<file path="src/rtl/inj_pkg.sv">
// Shared types and defaults for the injection scheduler and the per-node
// dataout buffers it sequences.
package inj_pkg;

  localparam int DEF_NUM_NODES      = 16;
  localparam int DEF_WORDS_PER_NODE = 30;

  localparam logic MODE_SEQ = 1'b0;
  localparam logic MODE_PAR = 1'b1;

  typedef enum logic [2:0] {
    ST_IDLE    = 3'd0,
    ST_RUN_SEQ = 3'd1,
    ST_GAP     = 3'd2,
    ST_RUN_PAR = 3'd3,
    ST_DONE    = 3'd4,
    ST_ERR     = 3'd5
  } inj_state_e;

  function automatic logic is_busy(input inj_state_e s);
    return (s == ST_RUN_SEQ) || (s == ST_GAP) || (s == ST_RUN_PAR);
  endfunction

endpackage

</file>
<file path="src/rtl/inj_word_ctr.sv">
// Per-node accepted-word counter; saturates at WORDS and flags completion.
module inj_word_ctr
  import inj_pkg::*;
#(
  parameter int WORDS = DEF_WORDS_PER_NODE
) (
  input  logic clk,
  input  logic rst,
  input  logic inc_i,
  output logic last_o,
  output logic complete_o
);

  localparam int CNT_W = $clog2(WORDS + 1);

  logic [CNT_W-1:0] count_q, count_d;

  always_comb begin
    count_d = count_q;
    if (inc_i && (count_q != CNT_W'(WORDS))) begin
      count_d = count_q + CNT_W'(1);
    end
  end

  always_ff @(posedge clk or posedge rst) begin
    if (rst) begin
      count_q <= '0;
    end else begin
      count_q <= count_d;
    end
  end

  // last_o lets the controller retire a node on the same edge as its final word.
  assign last_o     = (count_q == CNT_W'(WORDS - 1));
  assign complete_o = (count_q == CNT_W'(WORDS));

endmodule

</file>
<file path="src/rtl/inj_sched.sv">
// Injection scheduler: enables the per-node ROM buffers one at a time or all
// together, counts their valid words and reports done / error.
module inj_sched
  import inj_pkg::*;
#(
  parameter int NUM_NODES      = DEF_NUM_NODES,
  parameter int WORDS_PER_NODE = DEF_WORDS_PER_NODE,
  parameter int GAP_CYCLES     = 4,
  parameter int TIMEOUT        = 64,
  localparam int CW = (NUM_NODES > 1) ? $clog2(NUM_NODES) : 1,
  localparam int TW = $clog2(NUM_NODES * WORDS_PER_NODE + 1)
) (
  input  logic                 clk,
  input  logic                 rst,
  input  logic                 start_i,
  input  logic                 mode_i,
  input  logic                 stall_i,
  input  logic [NUM_NODES-1:0] node_valid_i,
  output logic [NUM_NODES-1:0] node_en_o,
  output logic                 busy_o,
  output logic                 done_o,
  output logic                 err_o,
  output logic [CW-1:0]        cur_node_o,
  output logic [TW-1:0]        total_words_o,
  output inj_state_e           state_o
);

  localparam int GW  = (GAP_CYCLES > 0) ? $clog2(GAP_CYCLES + 1) : 1;
  localparam int TOW = $clog2(TIMEOUT + 1);

  inj_state_e           state_q, state_d;
  logic [NUM_NODES-1:0] en_q, en_d, en_prev_q;
  logic [CW-1:0]        cur_node_q, cur_node_d;
  logic [GW-1:0]        gap_q, gap_d;
  logic [TOW-1:0]       tmo_q, tmo_d;
  logic [TW-1:0]        total_q, total_d;
  logic                 done_q, done_d, err_q, err_d, busy_q;

  logic [NUM_NODES-1:0] accept, inc, last, complete, fin;
  logic                 proto_err, timeout_hit, running, any_valid;
  logic [CW:0]          pop;
  logic [TW:0]          sum;

  // Stall gating is the only combinational path to the buffers.
  assign node_en_o = en_q & {NUM_NODES{~stall_i}};

  // A node may deliver a word while enabled or in the cycle after its enable dropped.
  assign accept    = (en_q | en_prev_q) & ~complete;
  assign inc       = node_valid_i & accept;
  assign proto_err = |(node_valid_i & ~accept);
  assign fin       = complete | (inc & last);
  assign any_valid = |node_valid_i;

  for (genvar g = 0; g < NUM_NODES; g++) begin : g_ctr
    inj_word_ctr #(.WORDS(WORDS_PER_NODE)) u_ctr (
      .clk       (clk),
      .rst       (rst),
      .inc_i     (inc[g]),
      .last_o    (last[g]),
      .complete_o(complete[g])
    );
  end

  // The watchdog only runs while buffers are meant to be enabled; a gap is deliberate silence.
  assign running     = (state_q == ST_RUN_SEQ) || (state_q == ST_RUN_PAR);
  assign tmo_d       = (!running || any_valid || stall_i) ? '0 : tmo_q + TOW'(1);
  assign timeout_hit = running && !any_valid && !stall_i && (tmo_q == TOW'(TIMEOUT - 1));

  always_comb begin
    pop = '0;
    for (int i = 0; i < NUM_NODES; i++) begin
      pop = pop + (CW + 1)'(inc[i]);
    end
    sum     = {1'b0, total_q} + (TW + 1)'(pop);
    total_d = sum[TW] ? '1 : sum[TW-1:0];
  end

  always_comb begin
    state_d    = state_q;
    en_d       = en_q;
    cur_node_d = cur_node_q;
    gap_d      = gap_q;
    done_d     = done_q;
    err_d      = err_q;
    case (state_q)
      ST_IDLE: begin
        if (start_i) begin
          if (mode_i == MODE_PAR) begin
            state_d = ST_RUN_PAR;
            en_d    = '1;
          end else begin
            state_d    = ST_RUN_SEQ;
            cur_node_d = '0;
            en_d       = NUM_NODES'(1);
          end
        end
      end
      ST_RUN_SEQ: begin
        if (proto_err) begin
          state_d = ST_ERR;
        end else if (fin[cur_node_q]) begin
          en_d = '0;
          if (cur_node_q == CW'(NUM_NODES - 1)) begin
            state_d = ST_DONE;
            done_d  = 1'b1;
          end else if (GAP_CYCLES > 0) begin
            state_d = ST_GAP;
            gap_d   = '0;
          end else begin
            cur_node_d = cur_node_q + CW'(1);
            en_d       = NUM_NODES'(1) << (cur_node_q + CW'(1));
          end
        end else if (timeout_hit) begin
          state_d = ST_ERR;
        end
      end
      ST_GAP: begin
        if (proto_err) begin
          state_d = ST_ERR;
        end else if (gap_q == GW'(GAP_CYCLES - 1)) begin
          state_d    = ST_RUN_SEQ;
          cur_node_d = cur_node_q + CW'(1);
          en_d       = NUM_NODES'(1) << (cur_node_q + CW'(1));
        end else begin
          gap_d = gap_q + GW'(1);
        end
      end
      ST_RUN_PAR: begin
        if (proto_err) begin
          state_d = ST_ERR;
        end else if (&fin) begin
          state_d = ST_DONE;
          done_d  = 1'b1;
          en_d    = '0;
        end else begin
          en_d = en_q & ~fin;
          if (timeout_hit) begin
            state_d = ST_ERR;
          end
        end
      end
      ST_DONE: en_d = '0;
      ST_ERR:  en_d = '0;
      default: state_d = ST_IDLE;
    endcase
    if (state_d == ST_ERR) begin
      en_d  = '0;
      err_d = 1'b1;
    end
  end

  always_ff @(posedge clk or posedge rst) begin
    if (rst) begin
      state_q    <= ST_IDLE;
      en_q       <= '0;
      en_prev_q  <= '0;
      cur_node_q <= '0;
      gap_q      <= '0;
      tmo_q      <= '0;
      total_q    <= '0;
      done_q     <= 1'b0;
      err_q      <= 1'b0;
      busy_q     <= 1'b0;
    end else begin
      state_q    <= state_d;
      en_q       <= en_d;
      en_prev_q  <= node_en_o;
      cur_node_q <= cur_node_d;
      gap_q      <= gap_d;
      tmo_q      <= tmo_d;
      total_q    <= total_d;
      done_q     <= done_d;
      err_q      <= err_d;
      busy_q     <= is_busy(state_d);
    end
  end

  assign busy_o        = busy_q;
  assign done_o        = done_q;
  assign err_o         = err_q;
  assign cur_node_o    = cur_node_q;
  assign total_words_o = total_q;
  assign state_o       = state_q;

endmodule

</file>
<file path="config.mk">
export PLATFORM = sky130hd
export DESIGN_NAME = inj_sched
export DESIGN_NICKNAME = d
export VERILOG_FILES = /design/src/rtl/inj_pkg.sv /design/src/rtl/inj_word_ctr.sv /design/src/rtl/inj_sched.sv
export SDC_FILE = /design/constraint.sdc
export NUM_CORES = 1
export LEC_CHECK = 0
export CAP_MARGIN = 20
export CELL_PAD_IN_SITES_DETAIL_PLACEMENT = 1
export CELL_PAD_IN_SITES_GLOBAL_PLACEMENT = 1
export CORE_UTILIZATION = 49
export CTS_BUF_LIST = sky130_fd_sc_hd__clkbuf_2 sky130_fd_sc_hd__clkbuf_4 sky130_fd_sc_hd__clkbuf_8
export CTS_CLUSTER_SIZE = 10
export DETAILED_ROUTE_END_ITERATION = 16
export PLACE_DENSITY_LB_ADDON = 0.1
export SETUP_SLACK_MARGIN = 0.4
export SYNTH_ARGS = -nofsm -noshare
export SYNTH_HDL_FRONTEND = slang
export SYNTH_SLANG_ARGS = --single-unit
</file>
<file path="constraint.sdc">
create_clock -name clk -period 6.2 [get_ports clk]
set_clock_uncertainty 0.1 [all_clocks]
set_input_delay 0.62 -clock clk [delete_from_list [all_inputs] [get_ports clk]]
set_output_delay 0.62 -clock clk [all_outputs]
set_load 0.005 [all_outputs]
</file>
# Word-level counts from Yosys, hierarchy flattened
# Cells that the tools add are included.
[totals]
in_bits = 21
elab_cells = 234
output_inout_bits = 35
reg_bits = 141
[op_classes]
bitwise = 12
addsub = 35
muxes = 42
n_eq_ne = 77
shift = 1
order_cmp = 1
n_reduce_logical = 40
[ops]
columns = ["cell", "count"]
rows = [
  ["5-bit == test, second input constant", 32],
  ["16-bit 2-to-1 mux", 9],
  ["16-bit AND", 6],
  ["5-bit by 1-bit adder with 5-bit output, second input constant", 16],
  ["5-bit inequality test, second input constant", 16],
  ["16-bit one-hot mux with 5 select lines", 1],
  ["5-bit by 1-bit adder with 5-bit output", 11],
  ["16-bit NOT", 3],
  ["3-bit 2-to-1 mux", 14],
  ["16-bit OR", 2],
  ["16-bit OR reduction", 2],
  ["1-bit logical AND", 19],
  ["4-bit 2-to-1 mux", 4],
  ["2-bit inequality test, second input constant", 8],
  ["16-bit AND reduction", 1],
  ["1-bit by 4-bit << shifter with 16-bit output, first input constant", 1],
  ["3-bit by 2-bit == test with 1-bit output, second input constant", 5],
  ["3-bit one-hot mux with 5 select lines", 1],
  ["6-bit AND reduction", 2],
  ["9-bit by 5-bit adder with 10-bit output", 1],
  ["3-bit == test, second input constant", 3],
  ["9-bit 2-to-1 mux", 1],
  ["3-bit inequality test, second input constant", 3],
  ["4-bit one-hot mux with 2 select lines", 1],
  ["29 further kinds", 46],
]

# Longest topological paths before layout
[depth]
word_depth = 21
depth_mapped = 22
ltp_nobuf = 21

# Cells and area by module
# A second synthesis with hierarchy kept.
[unflattened]
hier_cells = 918
hier_area_um2 = 8789.7
[modules_own_cells]
columns = ["mod", "area_each_um2", "instances", "seq_area_each_um2", "cells_per_inst"]
rows = [
  ["inj_word_ctr", 281.5, 16, 125.1, 27],
  ["inj_sched", 4285.4, 1, 1526.5, 486],
]

# Worst setup path before layout
# Ideal clock, no wire load.
[synth_timing]
path_type = "register to register"
startpoint = "register g_ctr[0].u_ctr.count_q[0]"
endpoint = "register total_q[8], in the netlist total_words_o[8]"
n_path_buf = 0
required_ps = 5975
path_stages_with_launch = 19
path_slack_ps = 997
t_arrival_ps = 4978
period_less_slack_ps = 5203
cell_sequence = "dfrtp_1 -> inv_1 -> ha_1 -> and4_1 -> nor3b_1 -> fa_1 -> inv_1 -> fa_1 -> fa_1 -> fa_1 -> fa_1 -> inv_1 -> fa_1 -> a21o_1 -> a21oi_1 -> nor2b_1 -> o21ai_0 -> nor2_1 -> mux2_2"
[synth_between]
elab_chain_cells = 21
[synth_rtl]
columns = ["item", "line_no", "source"]
rows = [
  ["from (decl)", "inj_word_ctr.sv:16", "logic [CNT_W-1:0] count_q, count_d;"],
  ["from (signal assigned)", "inj_word_ctr.sv:29", "count_q <= count_d;"],
  ["5-bit == test", "inj_word_ctr.sv:35", "assign complete_o = (count_q == CNT_W'(WORDS));"],
  ["16-bit NOT", "inj_sched.sv:48", "assign accept = (en_q | en_prev_q) & ~complete;"],
  ["16-bit AND", "inj_sched.sv:48", ""],
  ["16-bit AND", "inj_sched.sv:49", "assign inc = node_valid_i & accept;"],
  ["1-bit by 1-bit adder with 2-bit output", "inj_sched.sv:72", "pop = pop + (CW + 1)'(inc[i]);"],
  ["2-bit by 1-bit adder with 3-bit output", "inj_sched.sv:72", ""],
  ["3-bit by 1-bit adder with 4-bit output", "inj_sched.sv:72", ""],
  ["4-bit by 1-bit adder with 5-bit output", "inj_sched.sv:72", ""],
  ["5-bit by 1-bit adder with 5-bit output (11 in a row)", "inj_sched.sv:72", ""],
  ["9-bit by 5-bit adder with 10-bit output", "inj_sched.sv:74", "sum = {1'b0, total_q} + (TW + 1)'(pop);"],
  ["9-bit 2-to-1 mux", "inj_sched.sv:75", "total_d = sum[TW] ? '1 : sum[TW-1:0];"],
  ["net total_d[8]", "inj_sched.sv:36", "logic [TW-1:0] total_q, total_d;"],
  ["to (signal assigned)", "inj_sched.sv:171", "total_q <= total_d;"],
  ["to (decl)", "inj_sched.sv:36", ""],
]
# The timed path passes the listed nets, and every way through them passes these cells.
# A chain may end at the register's enable or synchronous reset.

# Worst setup path in the final report
[layout_timing]
startpoint = "register g_ctr[10].u_ctr.count_q[0]"
endpoint = "register total_q[8], in the netlist total_words_o[8]"
[layout_between]
elab_chain_cells = 12
[layout_rtl]
columns = ["item", "line_no"]
rows = [
  ["from (decl)", "inj_word_ctr.sv:16"],
  ["from (signal assigned)", "inj_word_ctr.sv:29"],
  ["5-bit == test", "inj_word_ctr.sv:35"],
  ["16-bit NOT", "inj_sched.sv:48"],
  ["16-bit AND", "inj_sched.sv:48"],
  ["16-bit AND", "inj_sched.sv:49"],
  ["5-bit by 1-bit adder with 5-bit output (6 in a row)", "inj_sched.sv:72"],
  ["9-bit by 5-bit adder with 10-bit output", "inj_sched.sv:74"],
  ["9-bit 2-to-1 mux", "inj_sched.sv:75"],
  ["net total_d[8]", "inj_sched.sv:36"],
]
# The timed path passes the listed nets, and every way through them passes these cells.

==> impl_metrics.env <==
export IMPL_initial_core_util_pct=50.0
export IMPL_nFillCells=1831
export IMPL_netlist_instances=827
export IMPL_synthArstFlopShare_pct=100
export IMPL_num_rows=47
export IMPL_relSlewSlack_pct=33.5
export IMPL_p_comb_share_pct=6.5
export IMPL_tightest_slew_ns=0.995
export IMPL_synthXorXnorAreaFrac_pct=7.49
export IMPL_required_ns=6.43
export IMPL_yosysWarnings=0
export IMPL_netlist_area_mm2=0.00830
export IMPL_powerDensity_mw_per_mm2=197
export IMPL_worstHoldEndpoint="tmo_q[0]$_DFF_PP0_"
export IMPL_grt_pass1_wl_um=35600
export IMPL_synth_ff_type="dfrtp_1"
export IMPL_dpl_cell_area_mm2=0.00904
export IMPL_clock_latency_ns=0.45
export IMPL_drtIter0Drc=340
export IMPL_crit_buf_inv=5
export IMPL_synthToLayoutAreaGrowth_pct=14.6
export IMPL_r2r_slack_ns=0.81
export IMPL_drive_gt1_share_pct=6.95
export IMPL_cts_buffers=17
export IMPL_crit_reg2reg_launch="g_ctr[10].u_ctr.count_q[0]$_DFFE_PP0P_"
export IMPL_gr_usage_met3_pct=4.73
export IMPL_routedWlPerCell_um=19.5
export IMPL_antenna_found_initial=0
export IMPL_finalPower_mw=1.87
export IMPL_end_kind="flip-flop"
export IMPL_hold_viol=0
export IMPL_synth_mux_area_share_pct=0.663
export IMPL_min_from="tmo_q[0]$_DFF_PP0_"
export IMPL_swShare_pct=23.9
export IMPL_cts_tree="yes"
export IMPL_core_area_mm2=0.0166
export IMPL_design_area_mm2=0.00951
export IMPL_grt_busiest_layer="met2"
export IMPL_fin_nets=976
export IMPL_dp_hpwl_um=16200
export IMPL_grtUsageMet1_pct=34.3
export IMPL_cts_sinks=141
export IMPL_arrival_ns=5.63
export IMPL_setup_viol=0
export IMPL_status="finished, final reports clean"
export IMPL_critPathMaxFanout=5
export IMPL_ys_seq_area_share_pct=42.5
export IMPL_vias=6355
export IMPL_grt_pass1_vias=6880
export IMPL_clk_transition_reported_paths_ns=0.08
export IMPL_p_sw_mw=0.448
export IMPL_cp_slowest_cell="fa_1"
export IMPL_die_h_um=132
export IMPL_seqPwrFrac_pct=50.3
export IMPL_synthAdderAreaFrac_pct=12.5
export IMPL_pwr_share_clk_pct=43.3
export IMPL_drt_total_wl_um=21700
export IMPL_clockBufferDepth=2
export IMPL_finalSetupTns_ns=0
export IMPL_period_share_pct=87.0
export IMPL_avgViaCountPerCell=5.71
export IMPL_grt_usage_pct=26.4
export IMPL_io_pins=56
export IMPL_synth_edff_count=0
export IMPL_grt_use_met2_pct=44.7
export IMPL_synth_compound_area_share_pct=14.4
export IMPL_drtPass1Iterations=5
export IMPL_gp_congestion=0.915
export IMPL_holdBufCountCts=0
export IMPL_startpoint_type="flip-flop"
export IMPL_reg2regPathDepth=21
export IMPL_ant_nets=0
export IMPL_cap_violations=0
export IMPL_io_buffers=55
export IMPL_synth_simple_area_share_pct=17.3
export IMPL_cpLargestDelayFamily="adder cells"
export IMPL_drc=0
export IMPL_slowest_delay_ns=0.58
export IMPL_hold_depth=1
export IMPL_cpMostUsedCell="inv_1"
export IMPL_fin_crit_ns=5.39
export IMPL_critical_path_class="reg -> reg"
export IMPL_r2r_end="total_words_o[8]$_DFF_PP0_"
export IMPL_p_leak_nw=4.33
export IMPL_synth_distinct_cells=63
export IMPL_hold_path_class="reg -> reg"
export IMPL_die_w_um=132
export IMPL_ys_ff_latch=141
export IMPL_num_antenna_cells=0
export IMPL_synth_fp_nets=924
export IMPL_syn_area_per_cell_um2=10.0
export IMPL_ir_drop_uv=118
export IMPL_crit_chain="inv_1 -> ha_1 -> and4_1 -> nor2_1 -> and2_1 -> inv_1 -> fa_1 -> inv_1 -> fa_1 -> inv_1 -> fa_1 -> fa_1 -> inv_1 -> ha_1 -> a21o_1 -> a21o_1 -> a21o_1 -> a21o_1 -> and2_1 -> nand2b_1 -> mux2_2"
export IMPL_htreeDepth=4
export IMPL_grt_overflow=0
export IMPL_fmax_ghz=0.185
export IMPL_synth_top_family_by_area="simple AND/OR/NAND/NOR gates"
export IMPL_dieArea_mm2=0.0175
export IMPL_grt_max_degree=96
export IMPL_internal_power_mw=1.43
export IMPL_grt_setup_unrepaired="no"
export IMPL_root_buffer="clkbuf_8"
export IMPL_slew_viol_final=0
[logic make-up (layout without fill, tap and decap cells)]
family | after synthesis | count (layout)
simple gates | 254 | 254
compound gates | 173 | 173
flops | 141 | 141
buf+inv | 107 | 172
fa+ha+maj | 76 | 76
xor+xnor | 71 | 71
mux | 5 | 5
[how the worst max path moves through the flow]
stage | cells past startpoint | start | to
2_1_floorplan | 18 | g_ctr[0].u_ctr.count_q[0]$_DFFE_PP0P_ | total_words_o[8]$_DFF_PP0_
3_3_place_gp | 16 | node_valid_i[6] | total_words_o[8]$_DFF_PP0_
3_5_place_dp | 18 | node_valid_i[10] | total_words_o[8]$_DFF_PP0_
4_1_cts | 21 | g_ctr[10].u_ctr.count_q[0]$_DFFE_PP0P_ | total_words_o[8]$_DFF_PP0_
5_1_grt | 21 | g_ctr[10].u_ctr.count_q[0]$_DFFE_PP0P_ | total_words_o[8]$_DFF_PP0_
6_report | 21 | g_ctr[10].u_ctr.count_q[0]$_DFFE_PP0P_ | total_words_o[8]$_DFF_PP0_
[registers in the layout (all words and copies together), names as in the netlist, 3 cells and up]
| name | cells |
|---|---|
| g_ctr.u_ctr.count_q | 80 |
| state_o | 3 |
| total_words_o | 9 |
| en_prev_q | 16 |
| en_q | 16 |
| cur_node_o | 4 |
| tmo_q | 7 |
| gap_q | 3 |
[through the flow]
step	std cells	util, %	setup WS, ns	hold slack, ns
2_1_floorplan	827	-	0.997	0.325
3_3_place_gp	1078	54.5	0.719	0.340
3_5_place_dp	1078	54.5	0.614	0.355
4_1_cts	1110	57.1	0.727	0.368
5_1_grt	1112	57.3	0.470	0.388
6_report	1112	57.3	0.806	0.365
[Yosys cell counts (11+ instances only)]
master	count	area [um2]
o2111ai_1	11	96.3
nand3_1	16	80.1
nand4_1	35	219
nor2_1	54	203
a31oi_1	18	113
o211a_1	11	110
a21oi_1	22	110
dfrtp_1	141	3530
o21ai_0	52	260
and2_1	16	100
and4_1	14	123
xnor2_1	68	596
nor2b_1	30	188
inv_1	77	289
fa_1	12	240
nand2_1	43	161
clkbuf_1	25	93.8
ha_1	64	801
[routing by layer]
layer | routed length [um] | up-vias
li1 | - | 2991
met1 | 9650 | 3212
met2 | 10800 | 122
met3 | 743 | 30
met4 | 491 | 0
met5 | 0 | -
[what timing repair did]
action / in CTS / in global routing
resized for setup: 0 / 1
setup buffers: 0 / 0
endpoints found under the setup margin: 0 / 1
[placed cells by master, fill, tap and decap left out, types with 12 or more instances in the layout]
master,n
a21oi_1,22
a31oi_1,18
and2_1,16
and4_1,14
clkbuf_8,21
clkdlybuf4s50_1,55
dfrtp_1,141
fa_1,12
ha_1,64
inv_1,76
nand2_1,43
nand3_1,16
nand4_1,35
nor2_1,54
nor2b_1,30
o21ai_0,51
xnor2_1,68
[power groups by stage]
stage	logic [mW]	registers [mW]	clock network, mW
after floorplan	0.0635	0.956	0
after global placement	0.116	0.959	0
after detailed placement	0.121	0.959	0
after CTS	0.123	0.941	0.834
after global routing	0.135	0.943	0.870
final	0.121	0.942	0.810
[cell type report]
| class | instances | area [um2] | share of cell area [%] |
|---|---|---|---|
| clock inverters | 9 | 134 | 1.41 |
| well taps | 220 | 275 | 2.89 |
| clock buffers | 23 | 304 | 3.20 |
| flip-flops and latches | 141 | 3530 | 37.1 |
| repair buffers | 61 | 616 | 6.47 |
| multi-input cells | 579 | 4350 | 45.7 |
| inverters | 79 | 302 | 3.17 |
Power figures use the tool's default switching activity.
